--- src/rtl/collision_life_tracker_pkg.sv ---
// Shared types and default constants for the collision/life tracker and the game state machine.
package game_pkg;

    typedef enum logic [1:0] {
        RELEASE_NULL = 2'b00,
        ON_LEFT      = 2'b01,
        ON_MID       = 2'b10,
        ON_RIGHT     = 2'b11
    } lane_t;

    typedef enum logic [1:0] {
        IDLE     = 2'b00,
        APPROACH = 2'b01,
        WINDOW   = 2'b10,
        DONE     = 2'b11
    } chan_state_t;

    localparam int DEF_START_LIVES     = 3;
    localparam int DEF_APPROACH_FRAMES = 48;
    localparam int DEF_HIT_WINDOW      = 4;
    localparam int DEF_INVULN_FRAMES   = 60;
    localparam int DEF_SCORE_W         = 8;

    localparam int Y_W     = 6;
    localparam int WCNT_W  = 4;
    localparam int INV_W   = 8;
    localparam int LIVES_W = 3;

    // A released object can only meet the penguin when both sit on a real lane.
    function automatic logic lane_match(input lane_t obj_lane, input lane_t player_lane);
        return (obj_lane != RELEASE_NULL) && (obj_lane == player_lane);
    endfunction

endpackage

--- src/rtl/collision_life_tracker_if.sv ---
// Object-release / collision-result bundle between the game state machine and the tracker.
interface collision_life_tracker_if #(
    parameter int SCORE_W = 8
);
    import game_pkg::*;

    logic                   GAME_SWITCH;
    lane_t                  RELEASE_BARRIER;
    lane_t                  RELEASE_COIN;
    lane_t                  PLAYER_LANE;
    logic                   PLAYER_JUMP;
    logic                   PENGUIN_HIT;
    logic                   COIN_HIT;
    logic                   ZERO_LIVES;
    logic [LIVES_W-1:0]     LIVES;
    logic [SCORE_W-1:0]     COIN_SCORE;
    logic [Y_W-1:0]         BARRIER_Y;
    logic [Y_W-1:0]         COIN_Y;

    modport master (
        output GAME_SWITCH, RELEASE_BARRIER, RELEASE_COIN, PLAYER_LANE, PLAYER_JUMP,
        input  PENGUIN_HIT, COIN_HIT, ZERO_LIVES, LIVES, COIN_SCORE, BARRIER_Y, COIN_Y
    );

    modport slave (
        input  GAME_SWITCH, RELEASE_BARRIER, RELEASE_COIN, PLAYER_LANE, PLAYER_JUMP,
        output PENGUIN_HIT, COIN_HIT, ZERO_LIVES, LIVES, COIN_SCORE, BARRIER_Y, COIN_Y
    );

endinterface

--- src/rtl/collision_life_tracker_channel.sv ---
// One released object: approach position, hit-window timing and collision test.
module object_channel
    import game_pkg::*;
#(
    parameter bit IS_BARRIER      = 1'b0,
    parameter int APPROACH_FRAMES = DEF_APPROACH_FRAMES,
    parameter int HIT_WINDOW      = DEF_HIT_WINDOW
)(
    input  logic           i_clk,
    input  logic           i_rst_n,
    input  logic           i_adv,
    input  lane_t          i_release,
    input  lane_t          i_player_lane,
    input  logic           i_player_jump,
    input  logic           i_invuln_zero,
    output logic [Y_W-1:0] o_y,
    output logic           o_collide
);

    localparam logic [Y_W-1:0]    LP_Y_END    = Y_W'(APPROACH_FRAMES);
    localparam logic [WCNT_W-1:0] LP_WIN_LAST = WCNT_W'(HIT_WINDOW - 1);
    localparam logic [Y_W-1:0]    LP_Y_ONE    = Y_W'(1'b1);
    localparam logic [WCNT_W-1:0] LP_W_ONE    = WCNT_W'(1'b1);

    chan_state_t       r_state;
    chan_state_t       w_state_nxt;
    lane_t             r_lane;
    lane_t             w_lane_nxt;
    logic [Y_W-1:0]    r_y;
    logic [Y_W-1:0]    w_y_nxt;
    logic [Y_W-1:0]    w_y_inc;
    logic [WCNT_W-1:0] r_wcnt;
    logic [WCNT_W-1:0] w_wcnt_nxt;
    logic              w_release_on;
    logic              w_clear;
    logic              w_collide;

    assign w_release_on = (i_release != RELEASE_NULL);
    assign w_y_inc      = r_y + LP_Y_ONE;

    // State, latched lane, position and window counter registers.
    always_ff @(posedge i_clk or negedge i_rst_n) begin
        if (!i_rst_n) begin
            r_state <= IDLE;
            r_lane  <= RELEASE_NULL;
            r_y     <= {Y_W{1'b0}};
            r_wcnt  <= {WCNT_W{1'b0}};
        end else begin
            r_state <= w_state_nxt;
            r_lane  <= w_lane_nxt;
            r_y     <= w_y_nxt;
            r_wcnt  <= w_wcnt_nxt;
        end
    end

    // Collision strobe; barriers are dodged by jumping and ignored while invulnerable.
    always_comb begin
        w_clear   = 1'b1;
        w_collide = 1'b0;
        if (IS_BARRIER) begin
            w_clear = ~i_player_jump & i_invuln_zero;
        end else begin
            w_clear = 1'b1;
        end
        if (i_adv && (r_state == WINDOW) && w_release_on) begin
            w_collide = lane_match(r_lane, i_player_lane) & w_clear;
        end else begin
            w_collide = 1'b0;
        end
    end

    // Next-state logic; a release code of 00 aborts any object still in flight.
    always_comb begin
        w_state_nxt = r_state;
        w_lane_nxt  = r_lane;
        w_y_nxt     = r_y;
        w_wcnt_nxt  = r_wcnt;
        if (i_adv) begin
            case (r_state)
                IDLE: begin
                    if (w_release_on) begin
                        w_state_nxt = APPROACH;
                        w_lane_nxt  = i_release;
                        w_y_nxt     = {Y_W{1'b0}};
                    end else begin
                        w_state_nxt = IDLE;
                    end
                end
                APPROACH: begin
                    if (!w_release_on) begin
                        w_state_nxt = IDLE;
                        w_y_nxt     = {Y_W{1'b0}};
                    end else if (w_y_inc == LP_Y_END) begin
                        w_state_nxt = WINDOW;
                        w_y_nxt     = w_y_inc;
                        w_wcnt_nxt  = {WCNT_W{1'b0}};
                    end else begin
                        w_y_nxt     = w_y_inc;
                    end
                end
                WINDOW: begin
                    if (!w_release_on) begin
                        w_state_nxt = IDLE;
                        w_y_nxt     = {Y_W{1'b0}};
                    end else if (w_collide || (r_wcnt == LP_WIN_LAST)) begin
                        w_state_nxt = DONE;
                    end else begin
                        w_wcnt_nxt  = r_wcnt + LP_W_ONE;
                    end
                end
                DONE: begin
                    if (!w_release_on) begin
                        w_state_nxt = IDLE;
                        w_y_nxt     = {Y_W{1'b0}};
                    end else begin
                        w_state_nxt = DONE;
                    end
                end
                default: begin
                    w_state_nxt = IDLE;
                    w_y_nxt     = {Y_W{1'b0}};
                end
            endcase
        end else begin
            w_state_nxt = r_state;
        end
    end

    assign o_y       = r_y;
    assign o_collide = w_collide;

endmodule

--- src/rtl/collision_life_tracker.sv ---
// Frame-tick generation, barrier/coin channels, and lives, score and invulnerability bookkeeping.
module collision_life_tracker
    import game_pkg::*;
#(
    parameter int START_LIVES     = DEF_START_LIVES,
    parameter int APPROACH_FRAMES = DEF_APPROACH_FRAMES,
    parameter int HIT_WINDOW      = DEF_HIT_WINDOW,
    parameter int INVULN_FRAMES   = DEF_INVULN_FRAMES,
    parameter int SCORE_W         = DEF_SCORE_W
)(
    input  logic                    i_clk,
    input  logic                    i_rst_n,
    input  logic                    i_v_sync,
    collision_life_tracker_if.slave io_bus
);

    localparam logic [LIVES_W-1:0] LP_START_LIVES = LIVES_W'(START_LIVES);
    localparam logic [INV_W-1:0]   LP_INVULN      = INV_W'(INVULN_FRAMES);
    localparam logic [SCORE_W-1:0] LP_SCORE_MAX   = {SCORE_W{1'b1}};
    localparam logic [SCORE_W-1:0] LP_SCORE_ONE   = SCORE_W'(1'b1);

    logic               r_vs_meta;
    logic               r_vs_sync;
    logic               r_vs_prev;
    logic [LIVES_W-1:0] r_lives;
    logic [INV_W-1:0]   r_invuln;
    logic               r_zero_lives;
    logic [SCORE_W-1:0] r_score;
    logic               r_penguin_hit;
    logic               r_coin_hit;

    logic               w_tick;
    logic               w_adv;
    logic               w_invuln_zero;
    logic               w_bar_collide;
    logic               w_coin_collide;
    logic [Y_W-1:0]     w_barrier_y;
    logic [Y_W-1:0]     w_coin_y;

    // Bring the VGA vertical sync into the clock domain and keep the previous level for edge detection.
    always_ff @(posedge i_clk or negedge i_rst_n) begin
        if (!i_rst_n) begin
            r_vs_meta <= 1'b0;
            r_vs_sync <= 1'b0;
            r_vs_prev <= 1'b0;
        end else begin
            r_vs_meta <= i_v_sync;
            r_vs_sync <= r_vs_meta;
            r_vs_prev <= r_vs_sync;
        end
    end

    assign w_tick        = r_vs_sync & ~r_vs_prev;
    assign w_adv         = w_tick & io_bus.GAME_SWITCH & ~r_zero_lives;
    assign w_invuln_zero = (r_invuln == {INV_W{1'b0}});

    object_channel #(
        .IS_BARRIER      (1'b1),
        .APPROACH_FRAMES (APPROACH_FRAMES),
        .HIT_WINDOW      (HIT_WINDOW)
    ) u_barrier (
        .i_clk           (i_clk),
        .i_rst_n         (i_rst_n),
        .i_adv           (w_adv),
        .i_release       (io_bus.RELEASE_BARRIER),
        .i_player_lane   (io_bus.PLAYER_LANE),
        .i_player_jump   (io_bus.PLAYER_JUMP),
        .i_invuln_zero   (w_invuln_zero),
        .o_y             (w_barrier_y),
        .o_collide       (w_bar_collide)
    );

    object_channel #(
        .IS_BARRIER      (1'b0),
        .APPROACH_FRAMES (APPROACH_FRAMES),
        .HIT_WINDOW      (HIT_WINDOW)
    ) u_coin (
        .i_clk           (i_clk),
        .i_rst_n         (i_rst_n),
        .i_adv           (w_adv),
        .i_release       (io_bus.RELEASE_COIN),
        .i_player_lane   (io_bus.PLAYER_LANE),
        .i_player_jump   (io_bus.PLAYER_JUMP),
        .i_invuln_zero   (1'b1),
        .o_y             (w_coin_y),
        .o_collide       (w_coin_collide)
    );

    // Lives, invulnerability countdown and the sticky out-of-lives flag.
    always_ff @(posedge i_clk or negedge i_rst_n) begin
        if (!i_rst_n) begin
            r_lives      <= LP_START_LIVES;
            r_invuln     <= {INV_W{1'b0}};
            r_zero_lives <= 1'b0;
        end else if (w_adv && w_bar_collide) begin
            r_lives      <= (r_lives == 3'd0) ? 3'd0 : (r_lives - 3'd1);
            r_invuln     <= LP_INVULN;
            r_zero_lives <= (r_lives <= 3'd1);
        end else if (w_adv && !w_invuln_zero) begin
            r_invuln     <= r_invuln - 8'd1;
        end
    end

    // Saturating coin score.
    always_ff @(posedge i_clk or negedge i_rst_n) begin
        if (!i_rst_n) begin
            r_score <= {SCORE_W{1'b0}};
        end else if (w_adv && w_coin_collide && (r_score != LP_SCORE_MAX)) begin
            r_score <= r_score + LP_SCORE_ONE;
        end
    end

    // Hit flags last one whole frame: every tick reloads them, even when the game is frozen.
    always_ff @(posedge i_clk or negedge i_rst_n) begin
        if (!i_rst_n) begin
            r_penguin_hit <= 1'b0;
            r_coin_hit    <= 1'b0;
        end else if (w_tick) begin
            r_penguin_hit <= w_bar_collide;
            r_coin_hit    <= w_coin_collide;
        end
    end

    assign io_bus.PENGUIN_HIT = r_penguin_hit;
    assign io_bus.COIN_HIT    = r_coin_hit;
    assign io_bus.ZERO_LIVES  = r_zero_lives;
    assign io_bus.LIVES       = r_lives;
    assign io_bus.COIN_SCORE  = r_score;
    assign io_bus.BARRIER_Y   = w_barrier_y;
    assign io_bus.COIN_Y      = w_coin_y;

endmodule

--- src/flat_wrapper.sv ---
// flat-port wrapper written by rule: the top's interface ports become plain ports
module collision_life_tracker_flat import game_pkg::*;
#(
    parameter int START_LIVES     = DEF_START_LIVES,
    parameter int APPROACH_FRAMES = DEF_APPROACH_FRAMES,
    parameter int HIT_WINDOW      = DEF_HIT_WINDOW,
    parameter int INVULN_FRAMES   = DEF_INVULN_FRAMES,
    parameter int SCORE_W         = DEF_SCORE_W
)
  (i_clk, i_rst_n, i_v_sync, io_bus_GAME_SWITCH, io_bus_RELEASE_BARRIER, io_bus_RELEASE_COIN, io_bus_PLAYER_LANE, io_bus_PLAYER_JUMP, io_bus_PENGUIN_HIT, io_bus_COIN_HIT, io_bus_ZERO_LIVES, io_bus_LIVES, io_bus_COIN_SCORE, io_bus_BARRIER_Y, io_bus_COIN_Y);
  collision_life_tracker_if #(.SCORE_W(SCORE_W)) io_bus_i ();
  input  logic i_clk;
  input  logic i_rst_n;
  input  logic i_v_sync;
  input wire logic [$bits(io_bus_i.GAME_SWITCH)-1:0] io_bus_GAME_SWITCH;
  input wire logic [$bits(io_bus_i.RELEASE_BARRIER)-1:0] io_bus_RELEASE_BARRIER;
  input wire logic [$bits(io_bus_i.RELEASE_COIN)-1:0] io_bus_RELEASE_COIN;
  input wire logic [$bits(io_bus_i.PLAYER_LANE)-1:0] io_bus_PLAYER_LANE;
  input wire logic [$bits(io_bus_i.PLAYER_JUMP)-1:0] io_bus_PLAYER_JUMP;
  output wire logic [$bits(io_bus_i.PENGUIN_HIT)-1:0] io_bus_PENGUIN_HIT;
  output wire logic [$bits(io_bus_i.COIN_HIT)-1:0] io_bus_COIN_HIT;
  output wire logic [$bits(io_bus_i.ZERO_LIVES)-1:0] io_bus_ZERO_LIVES;
  output wire logic [$bits(io_bus_i.LIVES)-1:0] io_bus_LIVES;
  output wire logic [$bits(io_bus_i.COIN_SCORE)-1:0] io_bus_COIN_SCORE;
  output wire logic [$bits(io_bus_i.BARRIER_Y)-1:0] io_bus_BARRIER_Y;
  output wire logic [$bits(io_bus_i.COIN_Y)-1:0] io_bus_COIN_Y;
  assign io_bus_i.GAME_SWITCH = io_bus_GAME_SWITCH;
  assign io_bus_i.RELEASE_BARRIER = io_bus_RELEASE_BARRIER;
  assign io_bus_i.RELEASE_COIN = io_bus_RELEASE_COIN;
  assign io_bus_i.PLAYER_LANE = io_bus_PLAYER_LANE;
  assign io_bus_i.PLAYER_JUMP = io_bus_PLAYER_JUMP;
  assign io_bus_PENGUIN_HIT = io_bus_i.PENGUIN_HIT;
  assign io_bus_COIN_HIT = io_bus_i.COIN_HIT;
  assign io_bus_ZERO_LIVES = io_bus_i.ZERO_LIVES;
  assign io_bus_LIVES = io_bus_i.LIVES;
  assign io_bus_COIN_SCORE = io_bus_i.COIN_SCORE;
  assign io_bus_BARRIER_Y = io_bus_i.BARRIER_Y;
  assign io_bus_COIN_Y = io_bus_i.COIN_Y;
  collision_life_tracker #(.START_LIVES(START_LIVES), .APPROACH_FRAMES(APPROACH_FRAMES), .HIT_WINDOW(HIT_WINDOW), .INVULN_FRAMES(INVULN_FRAMES), .SCORE_W(SCORE_W)) u_core (.i_clk(i_clk), .i_rst_n(i_rst_n), .i_v_sync(i_v_sync), .io_bus(io_bus_i));
endmodule
--- config.mk ---
export PLATFORM = sky130hd
export DESIGN_NAME = collision_life_tracker_flat
export DESIGN_NICKNAME = d
export VERILOG_FILES = /design/src/rtl/collision_life_tracker_pkg.sv /design/src/rtl/collision_life_tracker_if.sv /design/src/rtl/collision_life_tracker_channel.sv /design/src/rtl/collision_life_tracker.sv /design/src/flat_wrapper.sv
export SDC_FILE = /design/constraint.sdc
export NUM_CORES = 1
export LEC_CHECK = 0
export BUFFER_PORTS_ARGS = -buffer_cell sky130_fd_sc_hd__buf_2
export CAP_MARGIN = 20
export CORE_MARGIN = 3
export CORE_UTILIZATION = 50
export DETAILED_ROUTE_END_ITERATION = 16
export GPL_TIMING_DRIVEN = 1
export HOLD_SLACK_MARGIN = 0.08
export PLACE_DENSITY = 0.71
export SKIP_CTS_REPAIR_TIMING = 1
export SLEW_MARGIN = 20
export SYNTH_ARGS = -nofsm -noshare
export SYNTH_HDL_FRONTEND = slang
export SYNTH_SLANG_ARGS = --single-unit
--- constraint.sdc ---
create_clock -name i_clk -period 5.24 [get_ports i_clk]
set_input_delay 1.048 -clock i_clk [delete_from_list [all_inputs] [get_ports i_clk]]
set_output_delay 1.048 -clock i_clk [all_outputs]
set_load 0.03 [all_outputs]
Yosys cells after proc, flatten, opt, wreduce, memory -nomap -nowiden
Index checks and enable logic that the tools add are counted.
{"block": "op_classes", "order_cmp": 1, "muxes": 37, "reduce_logical": 34, "add_sub_neg": 7, "n_eq_ne": 29, "bitwise_logic": 8}
{"cell": "$mux W6", "count": 6}
{"cell": "$pmux W6 S3", "count": 2}
{"cell": "$mux W4", "count": 8}
{"cell": "$ne A2 B2 Y1 const B", "count": 12}
{"cell": "$mux W2", "count": 10}
{"cell": "$reduce_and A3 Y1", "count": 6}
{"cell": "$mux W8", "count": 2}
{"cell": "$pmux W2 S4", "count": 2}
{"cell": "$pmux W4 S2", "count": 2}
{"cell": "$reduce_bool A2 Y1", "count": 7}
{"cell": "$add A6 B1 Y6 const B", "count": 2}
{"cell": "$eq A6 B6 Y1 const B", "count": 2}
{"cell": "$reduce_and A6 Y1", "count": 2}
{"cell": "$logic_and A1 B1 Y1", "count": 10}
{"cell": "$add A4 B1 Y4 const B", "count": 2}
{"cell": "$add A8 B1 Y8 const B", "count": 1}
{"cell": "$eq A2 B2 Y1 const B", "count": 4}
{"cell": "$eq A4 B2 Y1 const B", "count": 2}
{"cell": "$logic_not A8 Y1", "count": 1}
{"cell": "$ne A8 B8 Y1 const B", "count": 1}
{"cell": "$sub A8 B1 Y8 const B", "count": 1}
{"cell": "$ne A3 B2 Y1 const B", "count": 2}
{"cell": "$ne A3 B3 Y1 const B", "count": 2}
{"cell": "$and A1 B1 Y1", "count": 5}
{"cell": "12 further kinds", "count": 22}
{"block": "totals", "output_inout_bits": 26, "ff_bits": 53, "inputBits": 11, "word_cells": 133}

Depth between registers and ports, before layout
Gate-level depths: netlist of run 1.
{"block": "logic_depth", "word_depth": 11, "depth_mapped": 8, "ltp_nobuf": 7}

Hierarchy
Synthesis of run 1 repeated with hierarchy kept, for this count alone.
{"block": "hier_totals", "cells_unflattened": 318, "area_unflattened_um2": 3037.9}
{"mod": "collision_life_tracker", "area_per_inst_um2": 1255.0, "seq_area_each_um2": 628.1, "n_inst": 1, "cells_each": 120}
{"mod": "object_channel (u_core.u_barrier)", "area_per_inst_um2": 940.9, "seq_area_each_um2": 350.3, "n_inst": 1, "cells_each": 110}
{"mod": "object_channel (u_core.u_coin)", "area_per_inst_um2": 842.1, "seq_area_each_um2": 350.3, "n_inst": 1, "cells_each": 88}

Least setup slack after synthesis of run 1
OpenSTA, ideal clock, no wires.
{"block": "synth_path", "path_type": "in2reg", "startpoint": "input io_bus_GAME_SWITCH", "endpoint": "register u_core.u_barrier.r_wcnt[3]", "n_path_buf": 2, "stages": 7, "setup_ps": 130, "path_slack_ps": 2838, "required_ps": 5110, "arrival_time_ps": 2272, "path_cell_list": "and4bb_1 -> clkbuf_1 -> nand3_1 -> or4_4 -> buf_2 -> nand3_1 -> nand3_1"}
{"block": "synth_between", "elab_chain_len": 8}
{"item": "start, declared", "line": "flat_wrapper.sv:15", "rtl": "input wire logic [$bits(io_bus_i.GAME_SWITCH)-1:0] io_bus_GAME_SWITCH;"}
{"item": "$and A1 B1 Y1 (*) (2 in a row)", "line": "collision_life_tracker.sv:54", "rtl": "assign w_adv = w_tick & io_bus.GAME_SWITCH & ~r_zero_lives;"}
{"item": "$logic_and A1 B1 Y1 (2 in a row)", "line": "collision_life_tracker_channel.sv:65", "rtl": "if (i_adv && (r_state == WINDOW) && w_release_on) begin"}
{"item": "$mux W1", "line": "collision_life_tracker_channel.sv:65"}
{"item": "$logic_or A1 B1 Y1", "line": "collision_life_tracker_channel.sv:105", "rtl": "end else if (w_collide || (r_wcnt == LP_WIN_LAST)) begin"}
{"item": "$ne A2 B2 Y1 (no line)"}
{"item": "$reduce_and A6 Y1 (no line) (*)"}
{"item": "end signal, assigned", "line": "collision_life_tracker_channel.sv:47", "rtl": "r_wcnt <= {WCNT_W{1'b0}};"}
{"item": "end signal, assigned", "line": "collision_life_tracker_channel.sv:52", "rtl": "r_wcnt <= w_wcnt_nxt;"}
{"item": "end, declared", "line": "collision_life_tracker_channel.sv:32", "rtl": "logic [WCNT_W-1:0] r_wcnt;"}
Mark *: on every way between the ends. The rest lies on a longest branch, timed or not.
A chain may end at the register's enable or synchronous reset.

Worst setup path after layout of run 1
Ends and elaborated chain as after synthesis.

==> results of run 1 <==
## layer usage
layer | up-vias | global-route usage
met3 | 10 | 0.03437
met5 | - | 0
met2 | 73 | 0.2947
li1 | 1130 | -
met1 | 1106 | 0.2724
met4 | 0 | 0.06250
## worst max-delay path, delay by kind of cell
| kind | cells | cell delay, ps |
|---|---|---|
| AND/OR/NAND/NOR | 4 | 1510 |
| buffers and inverters | 1 | 90 |
| AO/OA/AOI/OAI | 1 | 190 |
## per-stage QoR
stage	worst slack [ps]	utilization	instances
floorplan	2838	-	296
global placement	2375	0.5802	395
detailed placement	2322	0.5802	395
CTS	2638	0.5973	402
global route	2335	0.5973	402
finish	2636	0.5973	402
## how the worst max path moves through the flow
stage | start | end | slack (ps) | cells after the start
after floorplan | io_bus_GAME_SWITCH | u_core.u_barrier.r_wcnt[3] | 2840 | 7
after global placement | io_bus_GAME_SWITCH | u_core.u_barrier.r_wcnt[0] | 2380 | 6
after detailed placement | io_bus_GAME_SWITCH | u_core.u_barrier.r_wcnt[0] | 2320 | 6
after CTS | io_bus_GAME_SWITCH | u_core.u_barrier.r_wcnt[0] | 2640 | 6
after global routing | io_bus_GAME_SWITCH | u_core.u_barrier.r_wcnt[3] | 2330 | 6
final | io_bus_GAME_SWITCH | u_core.u_barrier.r_wcnt[3] | 2640 | 6
## cell type report
cell class	count	area (um^2)
inverters	12	45.04
multi-input cells	223	1409
fillers	470	2122
flip-flops and latches	53	1329
repair buffers	37	187.7
clock buffers	6	82.58
clock inverters	1	7.507
well taps	70	87.58
## power by group
part | internal [mW] | switching (mW)
Combinational | 0.0714 | 0.121
Clock | 0.105 | 0.130
Sequential | 0.448 | 0.0625
## cells by family after synthesis
family / Yosys count / share of synthesized area
AND/OR/NAND/NOR: 128 / 0.2432
AO/OA/AOI/OAI: 63 / 0.1414
flip-flops: 53 / 0.4722
buffers and inverters: 20 / 0.02712
XOR/XNOR: 16 / 0.04980
adder cells (fa/ha/maj): 9 / 0.04002
multiplexers: 7 / 0.02623
## layout by cell type (no fill, tap or decap), types with 10 or more instances in the layout
master,n
buf_2,36
nor2_1,20
a21oi_1,14
inv_1,12
nand2_1,33
nand3_1,25
nor3_1,10
o21ai_0,22
dfrtp_1,51
## flip-flops by register name (all words and copies together), names as in the netlist, 2 cells and up
register                  cells
u_core.io_bus.COIN_SCORE      8
u_core.r_invuln               8
u_core.u_barrier.o_y          6
u_core.u_coin.o_y             6
u_core.u_barrier.r_wcnt       4
u_core.u_coin.r_wcnt          4
u_core.io_bus.LIVES           3
u_core.u_barrier.r_lane       2
u_core.u_barrier.r_state      2
u_core.u_coin.r_lane          2
u_core.u_coin.r_state         2
==> impl_metrics.env, run 1 <==
export IMPL_status="completed"
export IMPL_finalCritPeriodShare=0.4969
export IMPL_drive_gt1_frac=0.1807
export IMPL_diodes=0
export IMPL_top_layer_used="met4"
export IMPL_fmax_ghz=0.3841
export IMPL_hp_class="reg2reg"
export IMPL_grt_max_degree=54
export IMPL_crit_slowest_cell="nor4_1"
export IMPL_cts_buffer_depth=2
export IMPL_gp_congestion=0.8316
export IMPL_grt_ovfl_total=0
export IMPL_reg2reg_slack_ps=2950
export IMPL_cts_sinks=53
export IMPL_yosysWarnings=0
export IMPL_synthArstFlopShare=1.000
export IMPL_relSlewSlack=0.4362
export IMPL_synth_edf_count=0
export IMPL_firstDrtPassIters=4
export IMPL_routed_wl_met3_um=323
export IMPL_min_period_ps=2604
export IMPL_root_buffer="clkbuf_8"
export IMPL_antenna_found_initial=0
export IMPL_clkLatencyLatePin_ps=300
export IMPL_start_kind="input port"
export IMPL_coreArea_mm2=0.005270
export IMPL_fin_skew_ps=7.731
export IMPL_place_area_mm2=0.003058
export IMPL_yosysSeqAreaShare=0.4722
export IMPL_crit_chain="buf_2, and4bb_1, nand3_1, nor4_1, o211ai_1, nand3_1"
export IMPL_drc_errors=0
export IMPL_detail_route_antenna_nets=0
export IMPL_final_nets=352
export IMPL_clkSlewWorstSetupHoldPaths_ps=90
export IMPL_cpPeakStageDelay_ps=670
export IMPL_synth_avg_cell_area_um2=9.507
export IMPL_die_h_um=81.02
export IMPL_whs_path_depth=0
export IMPL_postSynthRegisterBits=53
export IMPL_grt_pass1_wl_um=9949
export IMPL_synthFlopType="dfrtp_1"
export IMPL_placementRows=26
export IMPL_synth_area_leaders="dfrtp_1 45%, nand3_1 4.4%, nand2_1 4.4%"
export IMPL_synth_top_cell_by_area="dfrtp_1"
export IMPL_fin_area_mm2=0.003148
export IMPL_cp_required_ps=5480
export IMPL_synth_nets=316
export IMPL_yosysMostFrequentCell="dfrtp_1"
export IMPL_timing_rr_start="u_core.io_bus.ZERO_LIVES"
export IMPL_postSynthCellCount=296
export IMPL_routed_wl_um=5732
export IMPL_viasPerCell=5.769
export IMPL_drtIter0Drc=140
export IMPL_wl_met2_um=2554
export IMPL_hold_path_end="u_core.r_vs_sync"
export IMPL_worstReg2RegEnd="u_core.u_barrier.r_wcnt[3]"
export IMPL_power_density_mw_per_mm2=297.9
export IMPL_fin_total_pwr_mw=0.9378
export IMPL_hold_slack_ps=377.8
export IMPL_crit_top_cell="nand3_1"
export IMPL_io_buffers=36
export IMPL_dieArea_mm2=0.006564
export IMPL_slew_viol_final=0
export IMPL_peakVddDrop_mv=0.1862
export IMPL_maxCapViolCount=0
export IMPL_grt_pass1_vias=2140
export IMPL_start_util=0.5340
export IMPL_crit_type="in2reg"
export IMPL_worstMarginPinSlew_ps=837.9
export IMPL_worstHoldStart="u_core.r_vs_meta"
export IMPL_syn_to_final_growth_pct=11.87
export IMPL_critical_path_max_fanout=16
export IMPL_yosys_area_top_type_share=0.4535
export IMPL_power_static_leakage_nw=1.525
export IMPL_numCtsBuffers=5
export IMPL_die_x_um=81.02
export IMPL_netlist_area_mm2=0.002814
export IMPL_setup_violations=0
export IMPL_yosys_top_cells_count="51 x dfrtp_1, 33 x nand2_1, 25 x nand3_1"
export IMPL_critPathCaptureType="flop"
export IMPL_grtUsageTotal=0.1913
export IMPL_final_setup_tns_ps=0
export IMPL_rsz0062_at_grt="no"
export IMPL_cp_arrival_ps=2840
export IMPL_cts_tree="done"
export IMPL_hpwlAfterDp_um=4115
export IMPL_hold_violations=0
export IMPL_synth_cell_types=50
export IMPL_cts_max_level=2
export IMPL_io_pins=37
export IMPL_vias=2319
export IMPL_wl_met1_um=2765
export IMPL_rr_worst_depth=5
export IMPL_wire_per_inst_um=14.26
Note: power is estimated with default switching activity, not from simulation.
==> inputs of run 2 (changes only) <==
clock period = 2.7 ns   (was 5.24 ns; I/O delays follow)
==> impl_metrics.env, run 2 (same netlist as run 1, synthesis figures left out) <==
export IMPL_status="completed"
export IMPL_final_cell_mix="51 x dfrtp_1, 36 x buf_2, 33 x nand2_1, 25 x nand3_1, 22 x o21ai_0"
export IMPL_critPathCaptureType="flop"
export IMPL_final_setup_tns_ps=0
export IMPL_grt_util_met3=0.04989
export IMPL_grtUsageTotal=0.2001
export IMPL_drive_gt1_frac=0.1929
export IMPL_power_static_leakage_nw=1.572
export IMPL_grtUsageMet2=0.3153
export IMPL_place_ws_ps=492.7
export IMPL_grt_pass1_vias=2279
export IMPL_drtIter0Drc=125
export IMPL_syn_to_final_growth_pct=14.63
export IMPL_crit_type="reg2reg"
export IMPL_grt_pass1_wl_um=10360
export IMPL_dieArea_mm2=0.006564
export IMPL_relSlewSlack=0.5616
export IMPL_die_h_um=81.02
export IMPL_numCtsBuffers=5
export IMPL_cpPeakStageDelay_ps=660
export IMPL_final_nets=356
export IMPL_hold_violations=0
export IMPL_finalCritPeriodShare=0.8321
export IMPL_wire_per_inst_um=14.64
export IMPL_worstMarginPinSlew_ps=657.6
export IMPL_start_util=0.5340
export IMPL_antenna_found_initial=0
export IMPL_cp_arrival_ps=2440
export IMPL_fmax_ghz=0.4451
export IMPL_crit_slowest_cell="or4_4"
export IMPL_io_pins=37
export IMPL_routed_wl_um=5957
export IMPL_cts_sinks=53
export IMPL_root_buffer="clkbuf_8"
export IMPL_clkLatencyLatePin_ps=310
export IMPL_cts_tree="done"
export IMPL_critical_path_max_fanout=13
export IMPL_layout_commonest_cell="dfrtp_1"
export IMPL_gp_congestion=0.8359
export IMPL_rsz0062_at_grt="no"
export IMPL_fin_ws_ps=453.5
export IMPL_crit_chain="inv_1, ha_1, nor3b_1, nand2_1, or4_4, and3_4, mux2i_1"
export IMPL_hpwlAfterDp_um=4155
export IMPL_hp_class="in2async"
export IMPL_min_period_ps=2247
export IMPL_placementRows=26
export IMPL_grt_busiest_layer="met2"
export IMPL_fillers=483
export IMPL_grt_ovfl_total=0
export IMPL_cp_required_ps=2900
export IMPL_reg2reg_slack_ps=450
export IMPL_setup_violations=0
export IMPL_maxCapViolCount=0
export IMPL_grt_use_met1=0.2716
export IMPL_vias=2343
export IMPL_diodes=0
export IMPL_detail_route_antenna_nets=0
export IMPL_viasPerCell=5.757
export IMPL_cts_max_level=2
export IMPL_hold_slack_ps=325.2
export IMPL_die_x_um=81.02
export IMPL_cts_buffer_depth=2
export IMPL_slew_viol_final=0
export IMPL_drc_errors=0
export IMPL_firstDrtPassIters=7
export IMPL_fin_cells=407
export IMPL_fin_skew_ps=9.568
export IMPL_clkSlewWorstSetupHoldPaths_ps=100
export IMPL_io_buffers=36
export IMPL_coreArea_mm2=0.005270
export IMPL_grt_max_degree=54
export IMPL_peakVddDrop_mv=0.3586
export IMPL_dp_cells=399
export IMPL_power_density_mw_per_mm2=622.3
export IMPL_start_kind="flop"
==> run 2: cell count changes in the layout (fill, tap and decap cells not counted) <==
cell and delta:
buf_4 +4, bufinv_16 +2, clkbuf_8 -1, clkinvlp_4 -1, inv_6 +1
==> run 2: area by class of cell <==
type	instances	area, um^2	area share
Clock buffer	5	68.82	0.02133
Timing Repair Buffer	41	217.7	0.06749
Clock inverter	3	68.82	0.02133
Inverter	12	45.04	0.01396
Tap cell	70	87.58	0.02715
Sequential cell	53	1329	0.4119
Multi-Input combinational cell	223	1409	0.4368
==> run 2: per-stage QoR <==
step	cell area, um^2	util	total power, mW
6_report	3226	0.6121	2.007
5_1_grt	3226	0.6121	2.125
4_1_cts	3226	0.6121	2.021
3_5_place_dp	3088	0.5859	1.376
3_3_place_gp	3088	0.5859	1.367
2_1_floorplan	2814	-	1.249
==> run 2: worst max-delay path: cells and delay by family (launching register included) <==
family                   cells  cell delay [ps]
buffers and inverters        1              110
multiplexers                 1              110
adder cells (fa/ha/maj)      1              160
flip-flops                   1              450
AND/OR/NAND/NOR              4             1290
==> run 2: layer usage <==
metal / wire, um / up-vias
met3: 363 / 6
met1: 2819 / 1134
met2: 2710 / 57
li1: - / 1146
met4: 64 / 0
met5: 0 / -
==> run 2: worst paths after layout <==
path	endpoint	depth (start not counted)	from
setup / recovery	u_core.u_barrier.r_wcnt[0]	7	u_core.r_invuln[0]
hold / removal	u_core.io_bus.LIVES[2]	2	i_rst_n
setup reg to reg	u_core.u_barrier.r_wcnt[0]	7	u_core.r_invuln[0]
hold reg to reg	u_core.r_vs_sync	0	u_core.r_vs_meta
max in group asynchronous	u_core.u_barrier.r_wcnt[1]	2	i_rst_n
min in group i_clk	u_core.r_vs_meta	1	i_v_sync
==> run 2: report_power, final <==
group | internal, mW | total (mW) | leakage, nW | switching, mW
clock | 0.373 | 0.648 | 0.0687 | 0.275
sequential | 0.870 | 0.986 | 0.678 | 0.116
combinational | 0.139 | 0.373 | 0.825 | 0.234
